**config.mk**
```make
export PLATFORM = sky130hd
export DESIGN_NAME = sudoku_ui_ctrl_flat
export DESIGN_NICKNAME = d
export VERILOG_FILES = /design/src/rtl/sudoku_pkg.sv /design/src/rtl/sudoku_ui_ctrl_if.sv /design/src/rtl/sudoku_ui_ctrl_pb_debounce.sv /design/src/rtl/sudoku_ui_ctrl.sv /design/src/flat_wrapper.sv
export SDC_FILE = /design/constraint.sdc
export NUM_CORES = 1
export LEC_CHECK = 0
export ABC_CLOCK_PERIOD_IN_PS = 6100
export BUFFER_PORTS_ARGS = -buffer_cell sky130_fd_sc_hd__clkbuf_2
export CAP_MARGIN = 10
export CORE_MARGIN = 4
export CORE_UTILIZATION = 40
export CTS_CLUSTER_SIZE = 30
export DETAILED_ROUTE_END_ITERATION = 12
export SLEW_MARGIN = 20
export SYNTH_ARGS = -nofsm -noshare
export SYNTH_HDL_FRONTEND = slang
export SYNTH_SLANG_ARGS = --single-unit
```
**constraint.sdc**
```tcl
create_clock -name clk -period 6.1 [get_ports clk]
set_input_delay 0.61 -clock clk [delete_from_list [all_inputs] [get_ports clk]]
set_output_delay 0.61 -clock clk [all_outputs]
set_load 0.02 [all_outputs]
```
**src/rtl/sudoku_pkg.sv**
```systemverilog
// Shared constants, state codes and cursor helper for the sudoku front panel,
// solver and board store.
package sudoku_pkg;

  localparam int CELL_NUM  = 81;
  localparam int ADDR_W    = 7;
  localparam int DIGIT_W   = 4;
  localparam int MAX_DIGIT = 9;

  localparam logic [ADDR_W-1:0]  LAST_CELL = ADDR_W'(CELL_NUM - 1);
  localparam logic [DIGIT_W-1:0] TOP_DIGIT = DIGIT_W'(MAX_DIGIT);

  localparam logic [2:0] ST_EDIT    = 3'd0;
  localparam logic [2:0] ST_WRITE   = 3'd1;
  localparam logic [2:0] ST_START   = 3'd2;
  localparam logic [2:0] ST_SOLVING = 3'd3;
  localparam logic [2:0] ST_DONE    = 3'd4;
  localparam logic [2:0] ST_FAIL    = 3'd5;

  typedef enum logic [2:0] {
    EDIT    = ST_EDIT,
    WRITE   = ST_WRITE,
    START   = ST_START,
    SOLVING = ST_SOLVING,
    DONE    = ST_DONE,
    FAIL    = ST_FAIL
  } state_t;

  // Button indices into pb[4:0]
  localparam int PB_NEXT  = 0;
  localparam int PB_PREV  = 1;
  localparam int PB_DIGIT = 2;
  localparam int PB_WRITE = 3;
  localparam int PB_SOLVE = 4;

  // Cursor step with wrap across the 81 cells
  function automatic logic [ADDR_W-1:0] step_cursor(input logic [ADDR_W-1:0] cur,
                                                    input logic up);
    if (up) return (cur == LAST_CELL) ? '0 : cur + 1'b1;
    else    return (cur == '0) ? LAST_CELL : cur - 1'b1;
  endfunction

endpackage

```
**src/rtl/sudoku_ui_ctrl_if.sv**
```systemverilog
// Board-store write handshake and solver control bundle; master = UI controller.
interface sudoku_ui_ctrl_if;
  import sudoku_pkg::*;

  logic               wr_valid;
  logic               wr_ready;
  logic [ADDR_W-1:0]  wr_addr;
  logic [DIGIT_W-1:0] wr_data;
  logic               solver_start;
  logic               solver_busy;
  logic               solver_done;
  logic               solver_fail;

  modport master (
    output wr_valid, wr_addr, wr_data, solver_start,
    input  wr_ready, solver_busy, solver_done, solver_fail
  );

  modport slave (
    input  wr_valid, wr_addr, wr_data, solver_start,
    output wr_ready, solver_busy, solver_done, solver_fail
  );
endinterface

```
**src/rtl/sudoku_ui_ctrl_pb_debounce.sv**
```systemverilog
// Push-button debouncer: 2-flop synchroniser, stable-high counter, one press
// pulse per hold; re-arms only after the button is released.
module pb_debounce #(
  parameter int unsigned DEBOUNCE_CYCLES = 500000
) (
  input  logic clk,
  input  logic rst_n,
  input  logic raw,
  output logic press
);
  localparam int CNT_W = $clog2(DEBOUNCE_CYCLES + 1);
  localparam logic [CNT_W-1:0] LIMIT = CNT_W'(DEBOUNCE_CYCLES);

  logic [1:0]       sync;
  logic [CNT_W-1:0] cnt;

  // NOTE: sequential state uses non-blocking assignments so every flop samples
  // pre-edge values regardless of statement order.
  always_ff @(posedge clk or negedge rst_n) begin
    if (!rst_n) begin
      sync  <= '0;
      cnt   <= '0;
      press <= 1'b0;
    end else begin
      sync  <= {sync[0], raw};
      press <= 1'b0;
      if (!sync[1]) begin
        cnt <= '0;
      end else if (cnt != LIMIT) begin
        cnt   <= cnt + 1'b1;
        press <= (cnt == LIMIT - 1'b1);
      end
    end
  end
endmodule

```
**src/rtl/sudoku_ui_ctrl.sv**
```systemverilog
// Front-panel controller: debounced buttons drive cursor/digit edit, cell writes
// and solver start. Optional status blink: define SUDOKU_UI_BLINK_EN.
module sudoku_ui_ctrl
  import sudoku_pkg::*;
#(
  parameter int unsigned DEBOUNCE_CYCLES = 500000,
  parameter int unsigned BLINK_CYCLES    = 5000000
) (
  input  logic              clk,
  input  logic              rst_n,
  input  logic [4:0]        pb,
  output logic [11:0]       led,
  sudoku_ui_ctrl_if.master  bus
);
  if (DEBOUNCE_CYCLES < 2 || BLINK_CYCLES < 1) begin : g_param_check
    $error("sudoku_ui_ctrl: DEBOUNCE_CYCLES must be >= 2 and BLINK_CYCLES >= 1");
  end

  logic [4:0] press;

  for (genvar i = 0; i < 5; i++) begin : g_db
    pb_debounce #(.DEBOUNCE_CYCLES(DEBOUNCE_CYCLES)) u_db (
      .clk   (clk),
      .rst_n (rst_n),
      .raw   (pb[i]),
      .press (press[i])
    );
  end

  state_t             state;
  logic [ADDR_W-1:0]  cursor;
  logic [DIGIT_W-1:0] digit;
  logic               status;
  logic               wr_valid;
  logic [ADDR_W-1:0]  wr_addr;
  logic [DIGIT_W-1:0] wr_data;
  logic               solver_start;

`ifdef SUDOKU_UI_BLINK_EN
  localparam int BLINK_W = $clog2(BLINK_CYCLES + 1);
  logic [BLINK_W-1:0] blink_cnt;
  logic               blink_tick;
  assign blink_tick = (blink_cnt == BLINK_W'(BLINK_CYCLES - 1));
`endif

  always_ff @(posedge clk or negedge rst_n) begin
    if (!rst_n) begin
      state        <= EDIT;
      cursor       <= '0;
      digit        <= '0;
      status       <= 1'b0;
      wr_valid     <= 1'b0;
      wr_addr      <= '0;
      wr_data      <= '0;
      solver_start <= 1'b0;
`ifdef SUDOKU_UI_BLINK_EN
      blink_cnt    <= '0;
`endif
    end else begin
`ifdef SUDOKU_UI_BLINK_EN
      // Cleared every cycle except while a blinking state holds, so each
      // state entry starts a fresh half-period.
      blink_cnt <= '0;
`endif
      unique case (state)
        EDIT: begin
          if (press[PB_SOLVE]) begin
            state        <= START;
            solver_start <= 1'b1;
            status       <= 1'b1;
          end else if (press[PB_WRITE]) begin
            state    <= WRITE;
            wr_valid <= 1'b1;
            wr_addr  <= cursor;
            wr_data  <= digit;
          end else if (press[PB_DIGIT]) begin
            digit <= (digit == TOP_DIGIT) ? '0 : digit + 1'b1;
          end else if (press[PB_PREV]) begin
            cursor <= step_cursor(cursor, 1'b0);
          end else if (press[PB_NEXT]) begin
            cursor <= step_cursor(cursor, 1'b1);
          end
        end
        WRITE: begin
          if (bus.wr_ready) begin
            wr_valid <= 1'b0;
            state    <= EDIT;
          end
        end
        START: begin
          if (bus.solver_busy) begin
            solver_start <= 1'b0;
            state        <= SOLVING;
          end
        end
        SOLVING: begin
          if (bus.solver_fail) begin
            state  <= FAIL;
            status <= 1'b0;
          end else if (bus.solver_done) begin
            state  <= DONE;
            status <= 1'b1;
          end else begin
`ifdef SUDOKU_UI_BLINK_EN
            if (blink_tick) status    <= ~status;
            else            blink_cnt <= blink_cnt + 1'b1;
`endif
          end
        end
        DONE: begin
          if (press[PB_SOLVE]) begin
            state  <= EDIT;
            status <= 1'b0;
          end
        end
        FAIL: begin
          if (press[PB_SOLVE]) begin
            state  <= EDIT;
            status <= 1'b0;
          end else begin
`ifdef SUDOKU_UI_BLINK_EN
            if (blink_tick) status    <= ~status;
            else            blink_cnt <= blink_cnt + 1'b1;
`endif
          end
        end
        default: begin
          state  <= EDIT;
          status <= 1'b0;
        end
      endcase
    end
  end

  assign led              = {status, digit, cursor};
  assign bus.wr_valid     = wr_valid;
  assign bus.wr_addr      = wr_addr;
  assign bus.wr_data      = wr_data;
  assign bus.solver_start = solver_start;
endmodule

```
**src/flat_wrapper.sv**
```systemverilog
// flat-port wrapper written by rule: the top's interface ports become plain ports
module sudoku_ui_ctrl_flat import sudoku_pkg::*;
#(
  parameter int unsigned DEBOUNCE_CYCLES = 500000,
  parameter int unsigned BLINK_CYCLES    = 5000000
)
  (clk, rst_n, pb, led, bus_wr_valid, bus_wr_addr, bus_wr_data, bus_solver_start, bus_wr_ready, bus_solver_busy, bus_solver_done, bus_solver_fail);
  sudoku_ui_ctrl_if bus_i ();
  input  logic clk;
  input  logic rst_n;
  input  logic [4:0] pb;
  output logic [11:0] led;
  output wire logic [$bits(bus_i.wr_valid)-1:0] bus_wr_valid;
  output wire logic [$bits(bus_i.wr_addr)-1:0] bus_wr_addr;
  output wire logic [$bits(bus_i.wr_data)-1:0] bus_wr_data;
  output wire logic [$bits(bus_i.solver_start)-1:0] bus_solver_start;
  input wire logic [$bits(bus_i.wr_ready)-1:0] bus_wr_ready;
  input wire logic [$bits(bus_i.solver_busy)-1:0] bus_solver_busy;
  input wire logic [$bits(bus_i.solver_done)-1:0] bus_solver_done;
  input wire logic [$bits(bus_i.solver_fail)-1:0] bus_solver_fail;
  assign bus_wr_valid = bus_i.wr_valid;
  assign bus_wr_addr = bus_i.wr_addr;
  assign bus_wr_data = bus_i.wr_data;
  assign bus_solver_start = bus_i.solver_start;
  assign bus_i.wr_ready = bus_wr_ready;
  assign bus_i.solver_busy = bus_solver_busy;
  assign bus_i.solver_done = bus_solver_done;
  assign bus_i.solver_fail = bus_solver_fail;
  sudoku_ui_ctrl #(.DEBOUNCE_CYCLES(DEBOUNCE_CYCLES), .BLINK_CYCLES(BLINK_CYCLES)) u_core (.clk(clk), .rst_n(rst_n), .pb(pb), .led(led), .bus(bus_i));
endmodule
```
==> results.sh, run 1 <==
export IMPL_numPortBuffers=35
export IMPL_status="completed"
export IMPL_fmax_mhz=421
export IMPL_dr_pass1_iters=5
export IMPL_period_minus_slack_ns=2.37
export IMPL_synth_avg_cell_area_sq_um=9.45
export IMPL_critPathTopFamily="simple AND/OR/NAND/NOR gates"
export IMPL_cp_end_kind="flop"
export IMPL_layout_drive_gt1_share_pct=10.5
export IMPL_worst_path_buf_inv=0
export IMPL_ioPinCount=36
export IMPL_dp_cells=985
export IMPL_rr_endpoint="u_core.cursor[6]"
export IMPL_die_area_sq_um=20000
export IMPL_critPathLaunchType="flop"
export IMPL_drv_slew=0
export IMPL_die_height_um=141
export IMPL_drt_total_wl_mm=15.4
export IMPL_setup_viol=0
export IMPL_gr_total_overflow=0
export IMPL_grt_pass1_vias=5567
export IMPL_rsz0062_at_grt="no"
export IMPL_yosysTopAreaCell="dfrtp_1"
export IMPL_antenna_cells=0
export IMPL_die_w_um=141
export IMPL_met2_usage_pct=26.1
export IMPL_antenna_found_initial=0
export IMPL_clk_path_buf_depth=2
export IMPL_synth_area_sq_um=7120
export IMPL_ys_types=55
export IMPL_worst_pin_slew_ns=0.731
export IMPL_path_cells="or4_4, or4_1, a211o_1, a22o_1"
export IMPL_synth_fp_nets=781
export IMPL_area_delta_synth_final_pct=13.9
export IMPL_powerDensity_nw_per_um2=260
export IMPL_cp_num_cells=4
export IMPL_rr_worst_depth=4
export IMPL_worstPathRequired_ns=6.40
export IMPL_place_congestion=0.850
export IMPL_fin_crit_sh_pct=38.9
export IMPL_root_buffer="clkbuf_16"
export IMPL_wire_per_inst_um=15.2
export IMPL_pre_cts_slack_ns=3.76
export IMPL_fin_nets=807
export IMPL_ys_seq_elements=138
export IMPL_start_util_pct=41.0
export IMPL_groute_usage_overall_pct=16.1
export IMPL_holdWs_ns=0.161
export IMPL_viasPerCell=5.64
export IMPL_p_leak_nw=3.33
export IMPL_synth_edf_count=0
export IMPL_grt_pass1_wl_mm=26.5
export IMPL_final_hold_viol_count=0
export IMPL_drt_iter0_markers=493
export IMPL_slowest_stage="or4_1"
export IMPL_cts_setup_buffers=0
export IMPL_clk_latency_ns=0.42
export IMPL_crit_path_max_incr_delay_ns=0.64
export IMPL_synth_async_reset_ratio_pct=100
export IMPL_worstSetupPathType="reg2reg"
export IMPL_ys_seq_area_share_pct=48.5
export IMPL_cts_sinks=138
export IMPL_crit_fanout=14
export IMPL_drc=0
export IMPL_ant_nets=0
export IMPL_htreeDepth=4
export IMPL_num_vias=5730
export IMPL_ys_flop_type="dfrtp_1"
export IMPL_r2r_slack_ns=3.73
export IMPL_met3_usage_pct=5.06
export IMPL_layoutNonFillerInstCount=1016
export IMPL_grt_most_used_layer="met2"
export IMPL_core_sq_um=17400
export IMPL_fin_skew_ns=0.00664
export IMPL_synth_top_area_share_pct=48.5
export IMPL_timing_setup_tns_ns=0
export IMPL_timing_slew_headroom_pct=51.3
export IMPL_hold_path_class="in2async"
export IMPL_num_rows=48
export IMPL_rr_startpoint="u_core.state[1]"
export IMPL_cp_arrival_ns=2.68
export IMPL_layout_setup_ws_ns=3.73
export IMPL_cts_made_buffers=17
export IMPL_cts_tree="done"
export IMPL_ys_warnings_count=0
export IMPL_synth_cells=753
export IMPL_grt_max_degree=82
export IMPL_maxCapViolations=0
export IMPL_grtUsageMet1_pct=20.7
export IMPL_vdd_drop_max_mv=0.208
export IMPL_postCtsResizedCells=0
export IMPL_postCtsHoldBufs=0
export IMPL_clk_pin_slew_worst_paths_ns=0.06
export IMPL_fin_util_pct=46.7
export IMPL_synth_area_leaders="dfrtp_1 (49%), nand3_1 (4.0%), xor2_1 (3.7%)"
export IMPL_hpwl_mm=10.5
==> layout make-up <==
cell class | instances | area [sq um]
inverter | 33 | 124
tap | 225 | 282
sequential | 138 | 3450
clock buffer | 21 | 470
timing repair buffer | 36 | 193
multi-input combinational | 553 | 3420
clock inverter | 10 | 166
fill | 1615 | 9250
==> synth_stat cells (5+ instances only) <==
cell type and count:
o21ai_0 41, clkinv_1 5, nor4_1 15, a21oi_1 50
xnor2_1 21, nand2b_1 7, and4_1 11, dfrtp_1 138
o31ai_1 13, nor2b_1 10, and2_1 5, inv_1 28
or3_1 17, ha_1 17, nor4b_1 5, nand2_1 49
nand4_1 28, clkbuf_1 26, and3_1 14, mux2_2 7
or4_1 17, nor2_1 60, xor2_1 30, nor3_1 28
nor3b_1 5, nand3_1 57
==> kinds of logic after synthesis <==
| kind of cell | after synthesis | share of synthesized area (%) |
|---|---|---|
| compound gates | 128 | 10.5 |
| xor+xnor | 51 | 6.27 |
| buf+inv | 62 | 3.44 |
| mux | 10 | 1.53 |
| fa+ha+maj | 17 | 2.99 |
| simple gates | 347 | 26.7 |
| flops | 138 | 48.5 |
==> metrics by stage <==
stage                     area (sq um)  total power, W
final                             8110         0.00211
after global routing              8110         0.00219
after CTS                         8110         0.00214
after detailed placement          7470         0.00102
after global placement            7470         0.00102
after floorplan                   7120        0.000985
==> layer usage <==
| layer | wire, um | part of all wire, % |
|---|---|---|
| met1 | 7100 | 46 |
| met2 | 7310 | 47 |
| met5 | 0 | 0 |
| met4 | 195 | 1.3 |
| met3 | 813 | 5.3 |
==> state kept, by name, summed over array words and instances, names as in the netlist <==
name and flops:
u_core.bus.wr_valid 1, u_core.cursor 7, u_core.digit 4, u_core.bus.wr_data 4, u_core.bus.solver_start 1, u_core.bus.wr_addr 7
u_core.status 1, u_core.state 3, u_core.g_db.u_db.cnt 95, u_core.g_db.u_db.sync 10, u_core.g_db.u_db.press 5
==> layout by cell type (no fill, tap or decap), types with 11 or more instances in the layout <==
cell	count
a21oi_1	50
and3_1	14
and4_1	11
clkbuf_16	17
clkbuf_2	34
dfrtp_1	138
ha_1	17
inv_1	28
nand2_1	49
nand3_1	57
nand4_1	28
nor2_1	60
nor3_1	28
nor4_1	15
o21ai_0	41
o31ai_1	13
or3_1	17
or4_1	17
xnor2_1	21
xor2_1	30
==> power by group <==
group          internal (W)  switching, W
logic             0.0000166     0.0000433
registers          0.000927     0.0000157
clock network      0.000715      0.000387
==> how the worst max path moves through the flow <==
stage | startpoint | endpoint | slack (ns)
5_1_grt | u_core.state[1] | u_core.cursor[6] | 3.63
2_1_floorplan | u_core.g_db[4].u_db.press | u_core.cursor[6] | 3.92
6_report | u_core.state[1] | u_core.cursor[6] | 3.73
4_1_cts | u_core.state[1] | u_core.cursor[6] | 3.74
3_5_place_dp | u_core.state[1] | u_core.cursor[6] | 3.76
3_3_place_gp | u_core.state[1] | u_core.cursor[6] | 3.78
==> worst register-to-register path: stages (launching register included) <==
cell and delay [ns]:
dfrtp_1 0.52, or4_4 0.59, or4_1 0.64, a211o_1 0.28, a22o_1 0.23
(Power assumes the default switching activity.)
==> run 2, diff against run 1 <==
--- a/config.mk
+++ b/config.mk
@@ -5,7 +5,8 @@
 export SDC_FILE = /design/constraint.sdc
 export NUM_CORES = 1
 export LEC_CHECK = 0
-export ABC_CLOCK_PERIOD_IN_PS = 6100
+export ABC_AREA = 1
+export ABC_CLOCK_PERIOD_IN_PS = 2200
 export BUFFER_PORTS_ARGS = -buffer_cell sky130_fd_sc_hd__clkbuf_2
 export CAP_MARGIN = 10
 export CORE_MARGIN = 4
==> constraint.sdc (replaced) <==
create_clock -name clk -period 2.2 [get_ports clk]
set_input_delay 0.22 -clock clk [delete_from_list [all_inputs] [get_ports clk]]
set_output_delay 0.22 -clock clk [all_outputs]
set_load 0.02 [all_outputs]
==> run 2 against run 1 <==
  * Power increased to 2.7 times the previous value
  * Cell area increased by 9.5%
  * Count of clock-buffer cells in the layout increased by 4
  * Clock skew increased by 0.00051 ns
  * Synthesized cell count increased by 41%
  * Area after synthesis increased by 8.5%
  * Non-clock buffer count increased by 10
  * Highest routed layer unchanged
  * Sequential power increased to 2.8 times the previous value
  * Critical endpoint is now u_core.cursor[3]
  * Setup slack got worse by 3.1 ns
  * Largest power group unchanged
  * Die area increased by 8.0%
==> results.sh, run 2 <==
export IMPL_cts_setup_buffers=0
export IMPL_rsz0062_at_grt="no"
export IMPL_die_w_um=147
export IMPL_die_height_um=147
export IMPL_synth_fp_nets=1087
export IMPL_clk_path_buf_depth=2
export IMPL_cp_arrival_ns=1.86
export IMPL_ys_types=33
export IMPL_hpwl_mm=11.3
export IMPL_power_frac_seq_pct=46.1
export IMPL_powerDensity_nw_per_um2=641
export IMPL_layout_drive_gt1_share_pct=9.53
export IMPL_synth_async_reset_ratio_pct=100
export IMPL_cp_end_kind="flop"
export IMPL_core_sq_um=18800
export IMPL_fin_skew_ns=0.00715
export IMPL_place_congestion=0.888
export IMPL_num_rows=50
export IMPL_antenna_cells=0
export IMPL_viasPerCell=4.71
export IMPL_synth_edf_count=0
export IMPL_area_delta_synth_final_pct=14.9
export IMPL_critPathLaunchType="flop"
export IMPL_drv_slew=0
export IMPL_synth_cells=1059
export IMPL_p_clk_share_pct=50.5
export IMPL_synth_most_common_cell="nand2_1"
export IMPL_period_minus_slack_ns=1.55
export IMPL_fin_crit_sh_pct=70.7
export IMPL_synthTopCellsByCount="nand2_1 (270), nor2_1 (200), dfrtp_1 (138)"
export IMPL_worstSetupPathType="reg2reg"
export IMPL_ant_nets=0
export IMPL_cts_made_buffers=17
export IMPL_ys_flop_type="dfrtp_1"
export IMPL_antenna_found_initial=0
export IMPL_dr_pass1_iters=6
export IMPL_clk_latency_ns=0.41
export IMPL_fmax_mhz=643
export IMPL_n_fill_cell=1816
export IMPL_timing_setup_tns_ns=0
export IMPL_worst_pin_slew_ns=0.547
export IMPL_largest_reg_flops=95
export IMPL_hold_path_class="in2reg"
export IMPL_combPwrFrac_pct=3.4
export IMPL_clk_pin_slew_worst_paths_ns=0.06
export IMPL_rr_worst_depth=9
export IMPL_wire_per_inst_um=11.3
export IMPL_min_delay_path_depth=3
export IMPL_top_register="u_core.g_db.u_db.cnt"
export IMPL_power_total_w=0.00569
export IMPL_synth_area_sq_um=7730
export IMPL_synth_avg_cell_area_sq_um=7.30
export IMPL_p_leak_nw=4.09
export IMPL_grt_pass1_wl_mm=28.3
export IMPL_maxCapViolations=0
export IMPL_internal_power_w=0.00448
export IMPL_worstPathRequired_ns=2.50
export IMPL_drc=0
export IMPL_numPortBuffers=35
export IMPL_timing_slew_headroom_pct=63.5
export IMPL_grt_max_degree=59
export IMPL_synth_area_leaders="dfrtp_1 (45%), nand2_1 (13%), nor2_1 (9.7%)"
export IMPL_root_buffer="clkbuf_16"
export IMPL_gr_total_overflow=0
export IMPL_holdWs_ns=0.0986
export IMPL_num_vias=6509
export IMPL_htreeDepth=4
export IMPL_ys_seq_elements=138
export IMPL_top_regs="u_core.g_db.u_db.cnt: 95 flops, u_core.g_db.u_db.sync: 10 flops"
export IMPL_final_hold_viol_count=0
export IMPL_fin_nets=1138
export IMPL_vdd_drop_max_mv=0.432
export IMPL_swShare_pct=21.2
export IMPL_groute_usage_overall_pct=15.5
export IMPL_rr_startpoint="u_core.cursor[0]"
export IMPL_yosysTopAreaCell="dfrtp_1"
export IMPL_drt_total_wl_mm=15.7
export IMPL_grt_pass1_vias=6213
export IMPL_cts_sinks=138
export IMPL_critPathLaunch="u_core.cursor[0]"
export IMPL_crit_fanout=6
export IMPL_status="completed"
export IMPL_cts_tree="done"
export IMPL_layout_common_cells="nand2_1 (270), nor2_1 (200), dfrtp_1 (138)"
export IMPL_die_area_sq_um=21600
export IMPL_min_delay_start="bus_solver_busy"
export IMPL_start_util_pct=41.0
export IMPL_setup_viol=0
export IMPL_ioPinCount=36
export IMPL_layout_commonest_cell="nand2_1"
export IMPL_ys_seq_area_share_pct=44.7
export IMPL_p_switching_w=0.00120
export IMPL_synth_top_area_share_pct=44.7
export IMPL_drt_iter0_markers=400
export IMPL_ys_warnings_count=0
[run 2: worst max-delay path, cell delays in order (launching register included)]
cell	delay, ns
dfrtp_1	0.41
inv_1	0.16
ha_1	0.24
nand2_1	0.07
nor2_1	0.12
nand2_1	0.11
nand2_1	0.06
o21ai_0	0.12
nor2_1	0.12
nor2_1	0.04
[run 2: path summary, 6_finish.rpt]
path | to | slack [ns]
min in group asynchronous | u_core.g_db[3].u_db.cnt[13] | 0.26
worst max register to register | u_core.cursor[3] | 0.65
max in group asynchronous | u_core.bus.wr_data[1] | 1.33
worst min register to register | u_core.g_db[4].u_db.sync[1] | 0.35
worst min-delay path | u_core.state[1] | 0.1
worst max-delay path | u_core.cursor[3] | 0.65
[run 2: kinds of logic (layout without fill, tap and decap cells)]
group	after synthesis	after routing	synth area share, %
buffers and inverters	144	208	7.22
DFF	138	138	44.7
AOI/OAI and AO/OA	101	101	6.70
and+or+nand+nor	631	631	35.4
adders and majority gates	17	17	2.75
xor gates and xnor gates	28	28	3.17
[run 2: per-stage QoR]
step	area (sq um)	std cells	setup WS (ns)	util [%]
after floorplan	7730	1059	0.713	-
after global routing	8880	1383	0.463	47.1
after detailed placement	8230	1345	0.647	43.7
after CTS	8880	1383	0.643	47.1
after global placement	8230	1345	0.693	43.7
final	8880	1383	0.645	47.1
[run 2: final cells by class]
type,count,area [sq um],share of cell area (%)
repair buffers,46,304,3.43
clock buffers,25,475,5.36
multi-input cells,777,3710,41.9
well taps,260,325,3.67
flip-flops and latches,138,3450,38.9
inverters,130,488,5.50
clock inverters,7,115,1.30
[run 2: power by group through the flow]
stage | sequential (W) | clock (W) | combinational [W]
floorplan | 0.00265 | 0 | 0.000106
global placement | 0.00267 | 0 | 0.000191
detailed placement | 0.00267 | 0 | 0.000191
CTS | 0.00262 | 0.00296 | 0.000201
global route | 0.00263 | 0.00309 | 0.000232
finish | 0.00262 | 0.00287 | 0.000193
[run 2: what timing repair did]
item | 4_1_cts | 5_1_grt
resized for setup | 0 | 0
hold buffers | 6 | 0
hold endpoints to repair | 35 | 0
setup endpoints to repair | 0 | 0
[run 2: metal layers]
layer / wire length [um] / track usage, % / vias up
met5: 0 / 0 / -
met3: 594 / 3.89 / 16
met1: 7880 / 21.4 / 2912
li1: - / - / 3471
met4: 191 / 4.33 / 0
met2: 7020 / 24.5 / 110
